[src/rtl/alarm_ring_ctrl_pkg.sv]
// rtl/alarm_ring_ctrl_pkg.sv - shared state encoding, BCD limits and LED patterns for the alarm path
package alarm_ring_ctrl_pkg;

  typedef enum logic [1:0] {
    ST_IDLE    = 2'd0,
    ST_ARMED   = 2'd1,
    ST_RINGING = 2'd2,
    ST_SNOOZE  = 2'd3
  } ctrl_state_e;

  localparam logic [3:0] DIGIT_MAX     = 4'd9;
  localparam logic [3:0] H_TEN_MAX     = 4'd2;
  localparam logic [3:0] H_ONE_MAX_20S = 4'd3;
  localparam logic [3:0] M_TEN_MAX     = 4'd5;

  localparam logic [7:0] LED_ON  = 8'hFF;
  localparam logic [7:0] LED_OFF = 8'h00;

  typedef struct packed {
    logic [3:0] h_ten;
    logic [3:0] h_one;
    logic [3:0] m_ten;
    logic [3:0] m_one;
  } bcd_time_t;

  // 00:00..23:59 with every digit a legal BCD digit
  function automatic logic bcd_time_valid(bcd_time_t t);
    return (t.h_ten <= H_TEN_MAX) && (t.h_one <= DIGIT_MAX) &&
           (t.m_ten <= M_TEN_MAX) && (t.m_one <= DIGIT_MAX) &&
           !((t.h_ten == H_TEN_MAX) && (t.h_one > H_ONE_MAX_20S));
  endfunction

endpackage

[src/rtl/alarm_ring_ctrl_bcd_time_add.sv]
// rtl/alarm_ring_ctrl_bcd_time_add.sv - combinational HH:MM BCD plus a fixed minute count, 24 h wrap
module alarm_ring_ctrl_bcd_time_add
  import alarm_ring_ctrl_pkg::*;
#(
  parameter int ADD_MIN = 5
) (
  input  logic [15:0] time_i,
  output logic [15:0] time_o
);

  bcd_time_t  in_t;
  bcd_time_t  out_t;
  logic [6:0] min_bin;
  logic [6:0] min_sum;
  logic [6:0] min_wrap;
  logic [4:0] hr_bin;
  logic [4:0] hr_sum;
  logic [4:0] hr_wrap;
  logic       carry;

  // ADD_MIN is at most 59, so at most one hour of carry is possible
  always_comb begin
    in_t     = bcd_time_t'(time_i);
    min_bin  = 7'(in_t.m_ten) * 7'd10 + 7'(in_t.m_one);
    min_sum  = min_bin + 7'(ADD_MIN);
    carry    = (min_sum >= 7'd60);
    min_wrap = carry ? (min_sum - 7'd60) : min_sum;
    hr_bin   = 5'(in_t.h_ten) * 5'd10 + 5'(in_t.h_one);
    hr_sum   = hr_bin + 5'(carry);
    hr_wrap  = (hr_sum >= 5'd24) ? (hr_sum - 5'd24) : hr_sum;
    out_t.h_ten = 4'(hr_wrap / 5'd10);
    out_t.h_one = 4'(hr_wrap % 5'd10);
    out_t.m_ten = 4'(min_wrap / 7'd10);
    out_t.m_one = 4'(min_wrap % 7'd10);
  end

  assign time_o = out_t;

endmodule

[src/rtl/alarm_ring_ctrl.sv]
// rtl/alarm_ring_ctrl.sv - alarm arm/compare/ring FSM with snooze, dismiss and ring timeout
module alarm_ring_ctrl
  import alarm_ring_ctrl_pkg::*;
#(
  parameter int BLINK_HALF     = 500,
  parameter int RING_TIMEOUT_S = 60,
  parameter int SNOOZE_MIN     = 5,
  parameter int MAX_SNOOZE     = 3
) (
  input  logic       clk_i,
  input  logic       rst_n_i,
  input  logic [3:0] cur_h_ten_i,
  input  logic [3:0] cur_h_one_i,
  input  logic [3:0] cur_m_ten_i,
  input  logic [3:0] cur_m_one_i,
  input  logic       minute_tick_i,
  input  logic       sec_tick_i,
  input  logic [3:0] alarm_h_ten_i,
  input  logic [3:0] alarm_h_one_i,
  input  logic [3:0] alarm_m_ten_i,
  input  logic [3:0] alarm_m_one_i,
  input  logic       alarm_set_done_i,
  input  logic       alarm_enable_i,
  input  logic       key_snooze_i,
  input  logic       key_dismiss_i,
  output logic       ring_o,
  output logic [7:0] leds_o,
  output logic [1:0] ctrl_state_o,
  output logic [3:0] eff_h_ten_o,
  output logic [3:0] eff_h_one_o,
  output logic [3:0] eff_m_ten_o,
  output logic [3:0] eff_m_one_o,
  output logic [2:0] snooze_cnt_o,
  output logic       set_err_o
);

  localparam int BLINK_W = (BLINK_HALF > 1) ? $clog2(BLINK_HALF) : 1;
  localparam int TO_W    = (RING_TIMEOUT_S > 1) ? $clog2(RING_TIMEOUT_S) : 1;

  ctrl_state_e        state_q;
  bcd_time_t          target_q;
  bcd_time_t          eff_q;
  logic               target_valid_q;
  logic [2:0]         snooze_cnt_q;
  logic [BLINK_W-1:0] blink_q;
  logic [TO_W-1:0]    timeout_q;
  logic               ring_q;
  logic [7:0]         leds_q;
  logic               set_err_q;
  logic               set_done_q;
  logic               snooze_key_q;
  logic               dismiss_key_q;

  bcd_time_t   entry;
  bcd_time_t   cur;
  logic [15:0] eff_snoozed;
  logic        set_edge;
  logic        snooze_edge;
  logic        dismiss_edge;
  logic        entry_ok;
  logic        minute_match;
  logic        snooze_go;
  logic        timeout_hit;
  logic        blink_wrap;

  assign entry        = {alarm_h_ten_i, alarm_h_one_i, alarm_m_ten_i, alarm_m_one_i};
  assign cur          = {cur_h_ten_i, cur_h_one_i, cur_m_ten_i, cur_m_one_i};
  assign set_edge     = alarm_set_done_i & ~set_done_q;
  assign snooze_edge  = key_snooze_i & ~snooze_key_q;
  assign dismiss_edge = key_dismiss_i & ~dismiss_key_q;
  assign entry_ok     = bcd_time_valid(entry);
  assign minute_match = minute_tick_i && (cur == eff_q);
  assign snooze_go    = snooze_edge && (snooze_cnt_q < 3'(MAX_SNOOZE));
  assign timeout_hit  = sec_tick_i && (timeout_q == TO_W'(RING_TIMEOUT_S - 1));
  assign blink_wrap   = (blink_q == BLINK_W'(BLINK_HALF - 1));

  alarm_ring_ctrl_bcd_time_add #(
    .ADD_MIN (SNOOZE_MIN)
  ) u_snooze_add (
    .time_i (eff_q),
    .time_o (eff_snoozed)
  );

  always_ff @(posedge clk_i or negedge rst_n_i) begin
    if (!rst_n_i) begin
      set_done_q    <= 1'b0;
      snooze_key_q  <= 1'b0;
      dismiss_key_q <= 1'b0;
    end else begin
      set_done_q    <= alarm_set_done_i;
      snooze_key_q  <= key_snooze_i;
      dismiss_key_q <= key_dismiss_i;
    end
  end

  // A rejected entry only raises set_err; it does not pre-empt the rest of the cycle.
  always_ff @(posedge clk_i or negedge rst_n_i) begin
    if (!rst_n_i) begin
      state_q        <= ST_IDLE;
      target_q       <= '0;
      eff_q          <= '0;
      target_valid_q <= 1'b0;
      snooze_cnt_q   <= 3'd0;
      blink_q        <= '0;
      timeout_q      <= '0;
      ring_q         <= 1'b0;
      leds_q         <= LED_OFF;
      set_err_q      <= 1'b0;
    end else begin
      set_err_q <= set_edge && !entry_ok;
      if (set_edge && entry_ok) begin
        target_q       <= entry;
        eff_q          <= entry;
        target_valid_q <= 1'b1;
        snooze_cnt_q   <= 3'd0;
      end
      if (!alarm_enable_i) begin
        state_q <= ST_IDLE;
        ring_q  <= 1'b0;
        leds_q  <= LED_OFF;
      end else if (set_edge && entry_ok) begin
        state_q <= ST_ARMED;
        ring_q  <= 1'b0;
        leds_q  <= LED_OFF;
      end else begin
        unique case (state_q)
          ST_IDLE: begin
            if (target_valid_q) state_q <= ST_ARMED;
          end
          ST_ARMED, ST_SNOOZE: begin
            if ((state_q == ST_SNOOZE) && dismiss_edge) begin
              state_q      <= ST_ARMED;
              eff_q        <= target_q;
              snooze_cnt_q <= 3'd0;
            end else if (minute_match) begin
              state_q   <= ST_RINGING;
              ring_q    <= 1'b1;
              leds_q    <= LED_ON;
              blink_q   <= '0;
              timeout_q <= '0;
            end
          end
          ST_RINGING: begin
            // Timeout behaves as dismiss but ranks below an accepted snooze
            if (dismiss_edge || (timeout_hit && !snooze_go)) begin
              state_q      <= ST_ARMED;
              eff_q        <= target_q;
              snooze_cnt_q <= 3'd0;
              ring_q       <= 1'b0;
              leds_q       <= LED_OFF;
            end else if (snooze_go) begin
              state_q      <= ST_SNOOZE;
              eff_q        <= bcd_time_t'(eff_snoozed);
              snooze_cnt_q <= snooze_cnt_q + 3'd1;
              ring_q       <= 1'b0;
              leds_q       <= LED_OFF;
            end else begin
              if (blink_wrap) begin
                blink_q <= '0;
                leds_q  <= ~leds_q;
              end else begin
                blink_q <= blink_q + 1'b1;
              end
              if (sec_tick_i) timeout_q <= timeout_q + 1'b1;
            end
          end
        endcase
      end
    end
  end

  assign ring_o       = ring_q;
  assign leds_o       = leds_q;
  assign ctrl_state_o = state_q;
  assign eff_h_ten_o  = eff_q.h_ten;
  assign eff_h_one_o  = eff_q.h_one;
  assign eff_m_ten_o  = eff_q.m_ten;
  assign eff_m_one_o  = eff_q.m_one;
  assign snooze_cnt_o = snooze_cnt_q;
  assign set_err_o    = set_err_q;

endmodule

[config.mk]
export PLATFORM = sky130hd
export DESIGN_NAME = alarm_ring_ctrl
export DESIGN_NICKNAME = d
export VERILOG_FILES = /design/src/rtl/alarm_ring_ctrl_pkg.sv /design/src/rtl/alarm_ring_ctrl_bcd_time_add.sv /design/src/rtl/alarm_ring_ctrl.sv
export SDC_FILE = /design/constraint.sdc
export NUM_CORES = 1
export LEC_CHECK = 0
export CORE_MARGIN = 8
export CORE_UTILIZATION = 40
export CTS_CLUSTER_DIAMETER = 50
export CTS_CLUSTER_SIZE = 25
export DETAILED_ROUTE_END_ITERATION = 10
export DONT_BUFFER_PORTS = 1
export GPL_TIMING_DRIVEN = 0
export PLACE_DENSITY = 0.66
export SYNTH_ARGS = -nofsm -noshare
export SYNTH_HDL_FRONTEND = slang
export SYNTH_HIERARCHICAL = 1
export SYNTH_SLANG_ARGS = --single-unit
[constraint.sdc]
create_clock -name clk_i -period 11.2 [get_ports clk_i]
set_clock_uncertainty 0.1 [all_clocks]
set_input_delay 3.36 -clock clk_i [delete_from_list [all_inputs] [get_ports clk_i]]
set_output_delay 3.36 -clock clk_i [all_outputs]
set_load 0.02 [all_outputs]
==> flow_summary.ini <==
[status]
status = completed

[cts]
cts_resized = 0
cts_setup_buffers = 0
cts_buffers = 9
clkSinkCount = 66
cts_tree = yes
cts.clk_slew.worst_paths_ps = 50
htreeDepth = 3
hold_buffers = 0
clockBufferDepth = 2
clk_latency_ps = 330
cts-root-buf = clkbuf_16

[yosys]
synth-edff-count = 0
yosys_warnings = 6
synth_top_family_by_area = compound AO/OA/AOI/OAI gates
ys_top_cells_by_area = dfrtp_1 (34%), ha_1 (6.6%), nand2_1 (5.6%)
synth-compound-area-share_pct = 24.9
synth_top_area_share_pct = 33.6
synth_xor_area_share_pct = 6.11
synth_mux_area_share_pct = 1.96
synthCells = 535
avgSynthCellArea_um2 = 9.19
yosysTopAreaCell = dfrtp_1
synth_fa_ha_area_share_pct = 7.84
synth_ff_type = dfrtp_1
synth_area_um2 = 4910
synthDistinctLibCells = 91
ys_seq_elements = 66
synthSimpleGateAreaFrac_pct = 21.5
ys_async_sr_fraction_pct = 100
synth-seq-area-share_pct = 33.6

[pwr]
ir_worst_vdd_mv = 0.113
powerDensity_nw_per_um2 = 224
total_power_uw = 1210
p_int_uw = 701
seqPwrFrac_pct = 24.3
pwr-share-comb_pct = 52.6
switchingPower_uw = 507
leakagePower_uw = 0.00247
switching_share_pct = 42.0
clockPowerShare_pct = 23.1

[worst_setup_path]
r2r_slack_ps = 4660
worstPathMaxFanout = 10
r2r_start = eff_m_ten_o[3]
startpoint_type = flip-flop
worstSetupEndpointType = flip-flop
r2r_end = eff_h_one_o[3]
cp-startpoint = eff_m_ten_o[3]
crit_arrival_ps = 6650
crit_required_ps = 11310
critPathKind = reg2reg
worstRegToRegCells = 26

[drt]
routed_wl_um = 13100
ant_nets = 0
drtIter0Drc = 225
routed_via_density = 5.98
wire_per_inst_um = 18.7
drc = 0
vias = 4180
first_pass_iters = 4

[place]
dp_hpwl_um = 10200
place.gp.congestion = 0.900
placed_cell_area_um2 = 5100
port-buffer-count = 0

[floorplan]
die_height_um = 127
start_util_pct = 40.9
die_x_um = 127
die-area_um2 = 16100
core_area_um2 = 12000
num_rows = 40
io_pins = 71

[sta]
fin_crit_sh_pct = 58.4
relSlewSlack_pct = 50.2
fmax_ghz = 0.153
holdWs_ps = 366
worstMarginPinSlew_ps = 738
drv_slew = 0
finalHoldViolCount = 0
fin_setup_tns_ps = 0
rsz0062_at_grt = no
setup_violations = 0
min_period_ps = 6540

[cells_and_area]
multi_input_area_um2 = 3070
final_common_cell = nand2_1
nFillCells = 1150
num_antenna_cells = 0
final_cell_mix = nand2_1 (73), dfrtp_1 (66), nor2_1 (34)
seqCellArea_um2 = 1650
postLayoutCellArea_um2 = 5400
drive_gt1_share_pct = 13.2
layout-area-overhead-vs-synth_pct = 9.90
nets = 616

[run]
maxCapViolCount = 0

[min_path]
hold_depth = 1
hold_path.class = reg2reg
hold_end = target_valid_q
hold_start = target_valid_q

[global_routing]
grt_pass1_wl_um = 21400
gr-total-overflow = 0
grt_max_degree = 67
first_global_vias = 4218
grt_usage_pct = 16.3
antenna_found_initial = 0
routing by layer:
layer  wire, um  vias to the layer above  GRT usage, %
met5          0                        -             0
met4         99                        0          5.39
met3        806                        6          4.02
met2       6290                      123          27.1
met1       5880                     2049          20.4
li1           -                     2002             -
how the worst max path moves through the flow:
| stage | endpoint | slack, ps | depth (start not counted) |
|---|---|---|---|
| after global placement | eff_h_one_o[3] | 4840 | 26 |
| after CTS | eff_h_one_o[3] | 4690 | 26 |
| after floorplan | eff_h_one_o[3] | 5520 | 26 |
| after global routing | eff_h_one_o[3] | 4240 | 26 |
| final | eff_h_one_o[3] | 4660 | 26 |
| after detailed placement | eff_h_one_o[3] | 4730 | 26 |
state kept, by name, summed over array words and instances, names as in the netlist:
signal          count
eff_h_ten_o         4
timeout_q           6
target_q           16
snooze_cnt_o        3
target_valid_q      1
eff_m_ten_o         4
eff_m_one_o         4
blink_q             9
ring_o              1
ctrl_state_o        2
leds_o              8
snooze_key_q        1
set_err_o           1
set_done_q          1
eff_h_one_o         4
dismiss_key_q       1
per-stage QoR:
stage / cells / worst slack [ps] / utilization (%)
CTS: 699 / 4690 / 45.0
floorplan: 536 / 5520 / -
global placement: 683 / 4840 / 42.5
global route: 699 / 4240 / 45.0
detailed placement: 683 / 4730 / 42.5
finish: 699 / 4660 / 45.0
final cells by class:
class	instances	area share (%)
Buffer	20	2.25
Clock buffer	14	4.89
Clock inverter	2	0.649
Inverter	21	1.46
Multi-Input combinational cell	429	56.8
Sequential cell	66	30.6
Tap cell	147	3.41
cell usage after synthesis, drive strengths merged, types with 8 or more instances:
cell     n
nor4     8
a21oi   30
a221oi  15
buf     12
xnor2   22
a22o    11
and3    14
nor3    10
nand4    8
nand2   75
clkbuf   8
nor2    36
and2    10
o21ai   34
ha      26
dfrtp   66
inv     21
xor2     8
nand3   15
kinds of logic (layout without fill, tap and decap cells):
kind of cell,after synthesis,in the layout
DFF,66,66
other,1,2
AOI/OAI and AO/OA,156,156
xor gates and xnor gates,31,31
and+or+nand+nor,203,203
muxes,8,8
buffers and inverters,41,57
adders and majority gates,29,29
worst max-delay path: stages, from the launching register on:
cell and delay (ps):
dfrtp_1 610, ha_1 330, ha_1 210, fa_1 540, nand3_1 150, a2bb2oi_1 400
xnor2_1 230, buf_2 260, o21ai_0 210, ha_1 270, fa_1 410, a21o_1 190
a21oi_1 180, xnor2_1 180, and2_1 200, inv_1 70, ha_1 210, and2_1 180
xnor2_1 250, ha_1 200, inv_1 40, o221ai_1 70, a22o_1 280, nand2b_1 100
xnor2_1 130, a221oi_1 330, a21oi_2 80
power groups by stage:
stage | combinational, uW | clock (uW) | sequential, uW
2_1_floorplan | 505 | 0 | 286
3_3_place_gp | 591 | 0 | 299
3_5_place_dp | 615 | 0 | 299
4_1_cts | 621 | 286 | 295
5_1_grt | 689 | 295 | 297
6_report | 635 | 279 | 294
No activity file was read; power rests on OpenSTA's default activity.
